**src/rtl/keypad_operand_entry.sv**
```systemverilog
// keypad_operand_entry
//   Collects two 4-digit hex operands from a keypad scanner and presents them
//   as a valid/ready pair to a downstream half-precision adder.
//
//   Parameters
//     DEB_CYCLES : consecutive stable cycles needed to accept a press or a
//                  release (2..1048575)
//
//   Ports
//     clk       : clock, rising edge
//     rst       : synchronous active-high reset
//     key_code  : hex digit from the scanner, valid while a key is down
//     key_hit   : raw level, high while any key is down
//     op_a      : operand A
//     op_b      : operand B
//     op_valid  : op_a/op_b form a complete pair
//     op_ready  : downstream accepts the pair
//     digit_cnt : digits entered into the current operand
//     disp      : entry echo for the 7-segment display
//
//   Build option
//     KEYPAD_OPERAND_ECHO_EN : when defined, disp is a registered echo of the
//                              entry register (op_b while presenting);
//                              otherwise disp is tied to zero.
module keypad_operand_entry #(
  parameter int DEB_CYCLES = 500000
) (
  input  logic        clk,
  input  logic        rst,
  input  logic [3:0]  key_code,
  input  logic        key_hit,
  output logic [15:0] op_a,
  output logic [15:0] op_b,
  output logic        op_valid,
  input  logic        op_ready,
  output logic [1:0]  digit_cnt,
  output logic [15:0] disp
);

  typedef enum logic [1:0] {
    ENTER_A = 2'd0,
    ENTER_B = 2'd1,
    PRESENT = 2'd2
  } state_t;

  localparam logic [19:0] DEB_LAST = 20'(DEB_CYCLES - 1);

  state_t      state;
  logic        stable;
  logic [19:0] deb_cnt;
  logic [15:0] entry;
  logic [15:0] shifted;
  logic        accept;
  logic        press;
  logic        last_digit;

  // A press is the edge on which the debounced level rises, so the digit is
  // taken in the same cycle the debouncer accepts the new level.
  always_comb begin
    accept     = (key_hit != stable) && (deb_cnt == DEB_LAST);
    press      = accept && key_hit;
    shifted    = {entry[11:0], key_code};
    last_digit = (digit_cnt == 2'd3);
  end

  always_ff @(posedge clk) begin
    if (rst) begin
      stable  <= 1'b0;
      deb_cnt <= '0;
    end else if (key_hit != stable) begin
      if (accept) begin
        stable  <= key_hit;
        deb_cnt <= '0;
      end else begin
        deb_cnt <= deb_cnt + 20'd1;
      end
    end else begin
      deb_cnt <= '0;
    end
  end

  always_ff @(posedge clk) begin
    if (rst) begin
      state     <= ENTER_A;
      entry     <= '0;
      digit_cnt <= '0;
      op_a      <= '0;
      op_b      <= '0;
      op_valid  <= 1'b0;
    end else begin
      case (state)
        ENTER_A, ENTER_B: begin
          if (press) begin
            if (last_digit) begin
              entry     <= '0;
              digit_cnt <= '0;
              if (state == ENTER_A) begin
                op_a  <= shifted;
                state <= ENTER_B;
              end else begin
                op_b     <= shifted;
                op_valid <= 1'b1;
                state    <= PRESENT;
              end
            end else begin
              entry     <= shifted;
              digit_cnt <= digit_cnt + 2'd1;
            end
          end
        end
        PRESENT: begin
          if (op_valid && op_ready) begin
            op_valid <= 1'b0;
            state    <= ENTER_A;
          end
        end
        default: begin
          state <= ENTER_A;
        end
      endcase
    end
  end

`ifdef KEYPAD_OPERAND_ECHO_EN
  // Echo tracks the next value of its source so it changes on the same edge:
  // entry while entering, op_b while presenting. entry is always zero in
  // PRESENT, so leaving PRESENT echoes zero.
  logic [15:0] disp_q;

  always_ff @(posedge clk) begin
    if (rst) begin
      disp_q <= '0;
    end else if (state == PRESENT) begin
      disp_q <= (op_valid && op_ready) ? entry : op_b;
    end else if (press) begin
      if (last_digit)
        disp_q <= (state == ENTER_B) ? shifted : '0;
      else
        disp_q <= shifted;
    end else begin
      disp_q <= entry;
    end
  end

  assign disp = disp_q;
`else
  assign disp = '0;
`endif

endmodule

```
**config.mk**
```make
export PLATFORM = sky130hd
export DESIGN_NAME = keypad_operand_entry
export DESIGN_NICKNAME = d
export VERILOG_FILES = /design/src/rtl/keypad_operand_entry.sv
export SDC_FILE = /design/constraint.sdc
export NUM_CORES = 1
export LEC_CHECK = 0
export CAP_MARGIN = 10
export CELL_PAD_IN_SITES_DETAIL_PLACEMENT = 0
export CELL_PAD_IN_SITES_GLOBAL_PLACEMENT = 2
export CORE_MARGIN = 8
export CORE_UTILIZATION = 29
export DETAILED_ROUTE_END_ITERATION = 10
export GPL_TIMING_DRIVEN = 0
export PLACE_DENSITY_LB_ADDON = 0.2
export SLEW_MARGIN = 10
export SYNTH_ARGS = -nofsm -noshare
export SYNTH_HDL_FRONTEND = slang
export SYNTH_SLANG_ARGS = --single-unit
```
**constraint.sdc**
```tcl
create_clock -name clk -period 2.35 [get_ports clk]
set_input_delay 0.3525 -clock clk [delete_from_list [all_inputs] [get_ports clk]]
set_output_delay 0.3525 -clock clk [all_outputs]
set_load 0.01 [all_outputs]
```
== Word-level counts from Yosys, hierarchy flattened ==
Index checks and enable logic that the tools add are counted.

* $add $sub $neg: 2
* Equality and inequality tests: 9
* Multiplexer cells: 12
* Bitwise logic cells: 2
* Reduce and logical (&&, ||, !) cells: 13

{| class="wikitable"
|+ Operators with widths
! operator !! number
|-
| $add 20x1->20 const B || 1
|-
| $eq 20x19->1 const B || 1
|-
| $mux 12 || 1
|-
| $mux 2 || 5
|-
| $ne 2x2->1 const B || 4
|-
| $reduce_and 4->1 || 2
|-
| $reduce_and 5->1 || 1
|-
| $eq 2x2->1 const B || 2
|-
| $mux 1 || 4
|-
| $pmux 2 s2 || 1
|-
| $reduce_and 2->1 || 2
|-
| $logic_and 1x1->1 || 3
|-
| $reduce_and 3->1 || 1
|-
| $reduce_or 3->1 || 1
|-
| $add 2x1->2 const B || 1
|-
| $eq 2x1->1 const B || 1
|-
| $logic_not 2->1 || 1
|-
| $not 1->1 || 2
|-
| $pmux 1 s2 || 1
|-
| $reduce_bool 2->1 || 1
|-
| $reduce_or 2->1 || 1
|-
| $ne 1x1->1 || 1
|}

* Bits in registers: 70
* Bits of input ports: 8
* Output and inout bits: 51
* Logic and storage cells: 46

== Longest topological paths before layout ==
Gate-level depths: netlist (run 1).

* Depth in word-level cells: 5
* Gate-level depth with buffers: 7
* Gate-level depth less buffers: 5

== Worst setup path before layout (run 1) ==
Ideal clock, no wire load.

* Path kind: flip-flop to flip-flop
* Start point: register deb_cnt[1]
* End point: register op_a[10]
* Library setup time: 119 ps
* Arrival: 2,142 ps
* Required time: 2,231 ps
* Path slack: 89 ps
* Stages on the path, launching flop included: 8
* Path buffers: 3
* Clock period less this slack: 2,261 ps
* Cells stage by stage: dfxtp_1 > ha_1 > buf_2 > or4b_4 > or4_1 > buf_6 > buf_8 > mux2i_1

* Cells in the longest elaborated chain, start to end: 4

{| class="wikitable"
|+ Ends and longest elaborated chain
! what !! line !! RTL
|-
| start, declared || 50 || <nowiki>logic [19:0] deb_cnt;</nowiki>
|-
| start signal, assigned || 75 || <nowiki>deb_cnt <= deb_cnt + 20'd1;</nowiki>
|-
| $eq 20x19->1 || 60 || <nowiki>accept = (key_hit != stable) && (deb_cnt == DEB_LAST);</nowiki>
|-
| $logic_and 1x1->1 || 60 ||
|-
| $logic_and 1x1->1 || 61 || <nowiki>press = accept && key_hit;</nowiki>
|-
| $reduce_and 4->1 (no line) || - ||
|-
| end signal, assigned || 98 || <nowiki>op_a <= shifted;</nowiki>
|-
| end, declared || 32 || <nowiki>output logic [15:0] op_a,</nowiki>
|}

No other way between the ends.
A chain may end at the register's enable or synchronous reset.

== Worst setup path in the final report (run 1) ==
* Start point: register deb_cnt[0]
* End point: register op_b[14]

* Cells in the longest elaborated chain, start to end: 4

{| class="wikitable"
|+ Ends and longest elaborated chain
! what !! line !! RTL
|-
| $eq 20x19->1 || 60 ||
|-
| $logic_and 1x1->1 || 60 ||
|-
| $logic_and 1x1->1 || 61 ||
|-
| $reduce_and 4->1 (no line) || - ||
|-
| end signal, assigned || 101 || <nowiki>op_b <= shifted;</nowiki>
|-
| end, declared || 33 || <nowiki>output logic [15:0] op_b,</nowiki>
|}

No other way between the ends.

==> key figures, run 1 <==
Timing
  • Worst hold margin: 0.4799 ns
  • RSZ-0062 raised after global routing: false
  • Fmax: 0.4415 GHz
  • Post-layout min period: 2.265 ns
  • Setup TNS: 0 ns
  • Final period util: 96.38%
  • Count of final hold-check violations: 0
  • Skew final: 0.008231 ns
  • Slew @ Worst Pin: 0.5110 ns
  • Fin. max-slew vios: 0
  • Slew HR: 65.93%
  • Final Setup Violations: 0

Synth
  • Post-synth EDFFs: 0
  • Dominant cell type by area after synthesis: dfxtp_1
  • Simple-Gate Fraction of Synth Area: 27.04%
  • Post-Synth Adder-Cell Area: 0.7692%
  • XOR/XNOR Fraction of Synth Area: 4.308%
  • Cells after synthesis: 330
  • Sequential share of the synthesized area: 43.08%
  • FFs w/ async S/R, synth: 0%
  • Flops & latches, synth: 70
  • Main combinational cell family by area after synthesis: simple AND/OR/NAND/NOR gates
  • Count leader, synth: dfxtp_1
  • Mux cell area share after synthesis: 14.19%
  • Unique cell type count in the Yosys netlist: 40
  • Yosys warnings: 0
  • Synth top area cells: dfxtp_1 43%, mux2i_1 14%, nand2b_1 9.6%
  • Synth Area in Compound Gates: 2.692%
  • Mapped Area: 0.003253 sq mm
  • Commonest cells in the synthesized netlist: 70 x dfxtp_1, 50 x nand2b_1, 45 x mux2i_1, 18 x nor2_1, 16 x buf_4
  • Yosys top cell area share: 43.08%
  • Primary FF master, synth: dfxtp_1
  • Syn avg cell area: 9.858 sq um

Final layout
  • Antenna Cells: 0
  • Reg area: 0.001405 sq mm
  • Multi-input gate area: 0.001665 sq mm
  • Design area: 0.004131 sq mm
  • Layout cells sized above 1: 14.60%
  • Post-layout util: 37.95%
  • Fin nets: 409
  • Fill count: 1137
  • Area grow syn2layout: 27.00%

Die
  • Full die area: 0.01486 sq mm
  • Io pins: 59
  • Initial Utilization: 29.88%
  • Die Y: 121.9 um
  • FP Rows: 38
  • Die width: 121.9 um
  • Core ar.: 0.01089 sq mm

Drt
  • Routed vias: 2411
  • Initial DRC count: 48
  • DRT Wirelength: 7713 um
  • Routed WL per cell: 14.18 um
  • Routed Antenna Nets: 0
  • Via density: 4.432
  • Router iterations before antenna repair: 4
  • Remaining DRCs: 0

Global route
  • Global route overflow: 0
  • Vias in the first global route: 2453
  • Largest net degree at the start of global routing: 14
  • Total GRT Usage: 10.79%
  • First-pass GRT wire length: 12550 um
  • Antenna violations before repair: 0

Worst hold path
  • WHS Path Cells: 2
  • Hold path endpoint: op_b[2]
  • Hold_sp: op_b[2]
  • HP Class: reg -> reg

Worst setup path
  • CP Buf/Inv Count: 3
  • Worst r2r dst: op_b[14]
  • R2R depth: 7
  • CP max FO: 10
  • CP startpoint: deb_cnt[0]
  • Worst Setup Start Kind: flip-flop
  • R2r setup slk: 0.09 ns
  • Crit path top cell by count: buf_6
  • Cell Chain, Critical Path: ha_1, buf_4, or4b_4, or4_4, buf_6, buf_6, mux2i_2
  • CP Data Required Time: 2.59 ns
  • Crit path DAT: 2.50 ns
  • RR Startpoint: deb_cnt[0]
  • Slowest stage cell, crit path: or4_4
  • Worst setup EP type: flip-flop
  • Critical Path Max Stage Delay: 0.53 ns
  • Setup CP Type: reg -> reg
  • Largest delay share family, worst path: simple AND/OR/NAND/NOR gates

Clock network
  • CTS Buffer Depth: 2
  • TritonCTS buffer count: 9
  • CTS tree: yes
  • CTS root buf: clkbuf_8
  • Clk slew on worst S/H paths: 0.08 ns
  • Clock sinks: 70
  • H-Tree Depth: 3
  • Hold buffer count at CTS: 0
  • Worst-Skew Late Latency: 0.34 ns

Run status
  • Outcome: complete, no violations

Placed design
  • PortBufs: 42
  • Placed cell areas: 0.003905 sq mm
  • Gpl congestion: 0.7539
  • Hpwl dp: 5589 um

Flow run
  • Max Cap Viol: 0

Power
  • Power Density: 551.7 mW/mm^2
  • Leak Pwr: 1.605 nW
  • Maximum vdd drop: 0.2240 mV
area by class of cell:
cell class	instances	area share (%)
multi-input cells	235	40.31
flip-flops and latches	70	34.01
repair buffers	43	10.36
plain buffers	35	5.815
well taps	140	4.240
clock buffers	10	3.089
clock inverters	6	1.726
inverters	5	0.4543
through the flow:
stage | total power, mW | worst slack, ns | std cells
2_1_floorplan | 1.289 | 0.08919 | 345
3_3_place_gp | 1.324 | -0.2592 | 527
3_5_place_dp | 1.323 | -0.2839 | 527
4_1_cts | 2.323 | 0.006727 | 543
5_1_grt | 2.373 | 0.009927 | 544
6_report | 2.279 | 0.08514 | 544
worst max path at each step:
stage	endpoint	slack [ns]	depth (start not counted)
floorplan	op_a[10]	0.09	7
global placement	entry[7]	-0.26	6
detailed placement	entry[3]	-0.28	6
CTS	op_a[11]	0.007	7
global route	op_b[14]	0.01	7
finish	op_b[14]	0.09	7
repair_timing:
| item | CTS | global route |
|---|---|---|
| endpoints found under the setup margin | 59 | 39 |
| buffers inserted | 0 | 1 |
| gates cloned | 0 | 0 |
| pin swaps | 0 | 1 |
| endpoints found under the hold margin | 0 | 0 |
| gates resized for setup | 4 | 2 |
flip-flops by register name (all words and copies together) (netlist names):
| name | count |
|---|---|
| deb_cnt | 20 |
| op_b | 16 |
| op_valid | 1 |
| op_a | 16 |
| state | 2 |
| digit_cnt | 2 |
| stable | 1 |
| entry | 12 |
per-layer routing:
metal	routed length (um)	vias to the layer above	part of all wire, %	GRT usage [%]
met1	3424	1121	44	12.14
li1	-	1237	-	-
met2	3798	43	49	18.59
met3	366	10	4.7	3.193
met5	0	-	0	0
met4	123	0	1.6	4.626
report_power, final:
part | switching (mW) | total [mW] | internal (mW) | leakage, nW
Combinational | 0.0577 | 0.110 | 0.0525 | 0.947
Sequential | 0.000912 | 1.19 | 1.19 | 0.565
Clock | 0.485 | 0.983 | 0.498 | 0.0931
layout by cell type, fill, tap and decap left out, types with 12 or more instances in the layout:
| cell type | Yosys | final |
|---|---|---|
| buf_4 | 16 | 19 |
| clkbuf_1 | 12 | 13 |
| clkdlybuf4s50_1 | 0 | 42 |
| conb_1 | 1 | 16 |
| dfxtp_1 | 70 | 69 |
| mux2i_1 | 45 | 44 |
| nand2b_1 | 50 | 50 |
| nand3_1 | 12 | 12 |
| nor2_1 | 18 | 18 |
| or3b_2 | 12 | 12 |
logic make-up (layout without fill, tap and decap cells):
logic type,Yosys count,count (layout)
adder cells (fa/ha/maj),2,2
AO/OA/AOI/OAI,14,14
XOR/XNOR,16,16
flip-flops,70,70
buffers and inverters,40,99
multiplexers,46,46
AND/OR/NAND/NOR,141,141
other,1,16
worst min-delay path: stages (launching register included):
cell	delay, ns
dfxtp_1	0.32
nand2b_1	0.06
mux2i_1	0.06
No activity file was read; power rests on OpenSTA's default activity.
==> inputs of run 2 (changes only) <==
CTS_CLUSTER_SIZE = 14   (was unset)
PLACE_DENSITY = 0.77   (was unset)
PLACE_DENSITY_LB_ADDON = unset   (was 0.2)
==> run 2 against run 1 <==
Effect of this change:
- via count up 1.5%
- sequential share of layout area down 0.19 points
- maximum frequency up 1.7%
==> key figures, run 2 (synthesis results as in run 1) <==
Clock network
  • CTS Buffer Depth: 2 (unchanged)
  • Worst-Skew Late Latency: 0.35 ns (was 0.34 ns)
  • H-Tree Depth: 3 (unchanged)
  • CTS root buf: clkbuf_8 (unchanged)
  • TritonCTS buffer count: 9 (unchanged)
  • Hold buffer count at CTS: 0 (unchanged)
  • Clk slew on worst S/H paths: 0.08 ns (about the same)
  • Clock sinks: 70 (unchanged)
  • CTS tree: yes (unchanged)

Global route
  • Vias in the first global route: 2431 (was 2453)
  • Grt met1 use: 12.01% (was 12.14%)
  • Global route overflow: 0 (unchanged)
  • M2 GR Usage: 17.90% (was 18.59%)
  • Total GRT Usage: 10.44% (was 10.79%)
  • Largest net degree at the start of global routing: 14 (unchanged)
  • First-pass GRT wire length: 12330 um (was 12550 um)
  • Met3 GRT Util: 3.239% (was 3.193%)
  • Gr busiest metal: met2 (unchanged)
  • Antenna violations before repair: 0 (unchanged)

Drt
  • Remaining DRCs: 0 (unchanged)
  • Routed Antenna Nets: 0 (unchanged)
  • Initial DRC count: 94 (was 48)
  • Via density: 4.482 (was 4.432)
  • Routed WL per cell: 13.77 um (was 14.18 um)
  • Routed vias: 2447 (was 2411)
  • Router iterations before antenna repair: 4 (unchanged)
  • DRT Wirelength: 7518 um (was 7713 um)

Timing
  • Slew HR: 66.12% (was 65.93%)
  • Slew @ Worst Pin: 0.5082 ns (was 0.5110 ns)
  • Fin. max-slew vios: 0 (unchanged)
  • Fmax: 0.4492 GHz (was 0.4415 GHz)
  • Count of final hold-check violations: 0 (unchanged)
  • Final period util: 94.72% (was 96.38%)
  • Worst hold margin: 0.4741 ns (was 0.4799 ns)
  • Final Setup Violations: 0 (unchanged)
  • Skew final: 0.009622 ns (was 0.008231 ns)
  • Setup TNS: 0 ns (unchanged)
  • RSZ-0062 raised after global routing: false (unchanged)
  • Post-layout min period: 2.226 ns (was 2.265 ns)

Worst setup path
  • CP Data Required Time: 2.58 ns (was 2.59 ns)
  • Worst Setup Start Kind: flip-flop (unchanged)
  • CP Buf/Inv Count: 3 (unchanged)
  • CP max FO: 10 (unchanged)
  • Slowest stage cell, crit path: or4_4 (unchanged)
  • Largest delay share family, worst path: simple AND/OR/NAND/NOR gates (unchanged)
  • Worst setup EP type: flip-flop (unchanged)
  • Cell Chain, Critical Path: ha_1, buf_6, or4b_4, or4_4, buf_8, buf_6, mux2i_1 (was ha_1, buf_4, or4b_4, or4_4, buf_6, buf_6, mux2i_2)
  • Critical Path Max Stage Delay: 0.54 ns (was 0.53 ns)
  • Crit path top cell by count: buf_6 (unchanged)
  • Setup CP Type: reg -> reg (unchanged)
  • Crit path DAT: 2.46 ns (was 2.50 ns)

Final layout
  • Layout cells sized above 1: 15.52% (was 14.60%)
  • Area grow syn2layout: 27.73% (was 27.00%)
  • Multi-input gate area: 0.001665 sq mm (unchanged)
  • Final Non-Filler Cells: 546 (was 544)
  • Most common cell after layout, fill and taps aside: dfxtp_1 (unchanged)
  • Design area: 0.004155 sq mm (was 0.004131 sq mm)
  • Antenna Cells: 0 (unchanged)
  • Top reg by flops: deb_cnt (unchanged)
  • Fin nets: 411 (was 409)
  • Reg area: 0.001405 sq mm (unchanged)
  • Biggest regs: deb_cnt: 20 flops, op_a: 16 flops, op_b: 16 flops (unchanged)
  • Largest register FFs: 20 (unchanged)
  • Fill count: 1140 (was 1137)
  • Most frequent cells in the layout: 69 x dfxtp_1, 50 x nand2b_1, 45 x mux2i_1 (was 69 x dfxtp_1, 50 x nand2b_1, 44 x mux2i_1)

Placed design
  • Gpl congestion: 0.8057 (was 0.7539)
  • Placed Instances: 527 (unchanged)
  • Hpwl dp: 5401 um (was 5589 um)
  • PortBufs: 42 (unchanged)
  • Placed cell areas: 0.003905 sq mm (unchanged)

Die
  • Core ar.: 0.01089 sq mm (unchanged)
  • FP Rows: 38 (unchanged)
  • Io pins: 59 (unchanged)
  • Full die area: 0.01486 sq mm (unchanged)
  • Initial Utilization: 29.88% (unchanged)
  • Die Y: 121.9 um (unchanged)
  • Die width: 121.9 um (unchanged)

Power
  • Maximum vdd drop: 0.2810 mV (was 0.2240 mV)
  • Leak Pwr: 1.627 nW (was 1.605 nW)
  • Power Density: 550.9 mW/mm^2 (was 551.7 mW/mm^2)
  • Pwr Total: 2.289 mW (was 2.279 mW)

Flow run
  • Max Cap Viol: 0 (unchanged)

Worst hold path
  • HP Class: reg -> reg (unchanged)

Run status
  • Outcome: complete, no violations (unchanged)
[run 2: cell count changes in the layout (fill, tap and decap cells not counted), sizes merged]
cell	change
clkinvlp	+1
buf	+2
inv	+1
clkinv	-2
[run 2: metal layers]
| metal | wire length [um] | vias up |
|---|---|---|
| met4 | 74 | 0 |
| met3 | 408 | 8 |
| li1 | - | 1240 |
| met5 | 0 | - |
| met1 | 3324 | 1154 |
| met2 | 3710 | 45 |
[run 2: cell type report]
type                            instances  share of cell area, %
Multi-Input combinational cell        235                  40.08
Sequential cell                        70                  33.82
Inverter                                5                 0.4517
Buffer                                 35                  6.022
Tap cell                              140                  4.216
Timing Repair Buffer                   45                  10.66
Clock buffer                           10                  3.071
Clock inverter                          6                  1.686
[run 2: worst register-to-register path, cell delays in order, from the launching register on]
cell	delay, ns
dfxtp_1	0.34
ha_1	0.16
buf_6	0.12
or4b_4	0.50
or4_4	0.54
buf_8	0.17
buf_6	0.16
mux2i_1	0.13
[run 2: worst paths after layout]
check,slack [ns],cells after the start,startpoint,to
setup / recovery,0.12,7,deb_cnt[0],op_b[11]
hold / removal,0.47,2,op_valid,op_valid
setup reg to reg,0.12,7,deb_cnt[0],op_b[11]
hold reg to reg,0.47,2,op_valid,op_valid
[run 2: metrics by stage]
stage	util (%)	setup slack [ns]
after floorplan	-	0.08919
after global placement	35.87	-0.2284
after detailed placement	35.87	-0.2352
after CTS	37.76	0.009307
after global routing	38.16	0.01405
final	38.16	0.1240
[run 2: repair_timing]
| action | in CTS | in global routing |
|---|---|---|
| hold endpoints to repair | 0 | 0 |
| buffers inserted | 0 | 3 |
| endpoints found under the setup margin | 46 | 50 |
| pin swaps | 0 | 1 |
| gates resized for setup | 4 | 8 |
[run 2: power breakdown]
| group | switching, mW | total [mW] | internal (mW) |
|---|---|---|---|
| Combinational | 0.0560 | 0.109 | 0.0533 |
| Sequential | 0.000910 | 1.19 | 1.19 |
| Clock | 0.495 | 0.993 | 0.498 |
==> inputs of run 3 (changes only) <==
TNS_END_PERCENT = 5   (was unset)
==> results of run 3 <==
The final DEF is identical to that of run 2; final timing and power are the same.
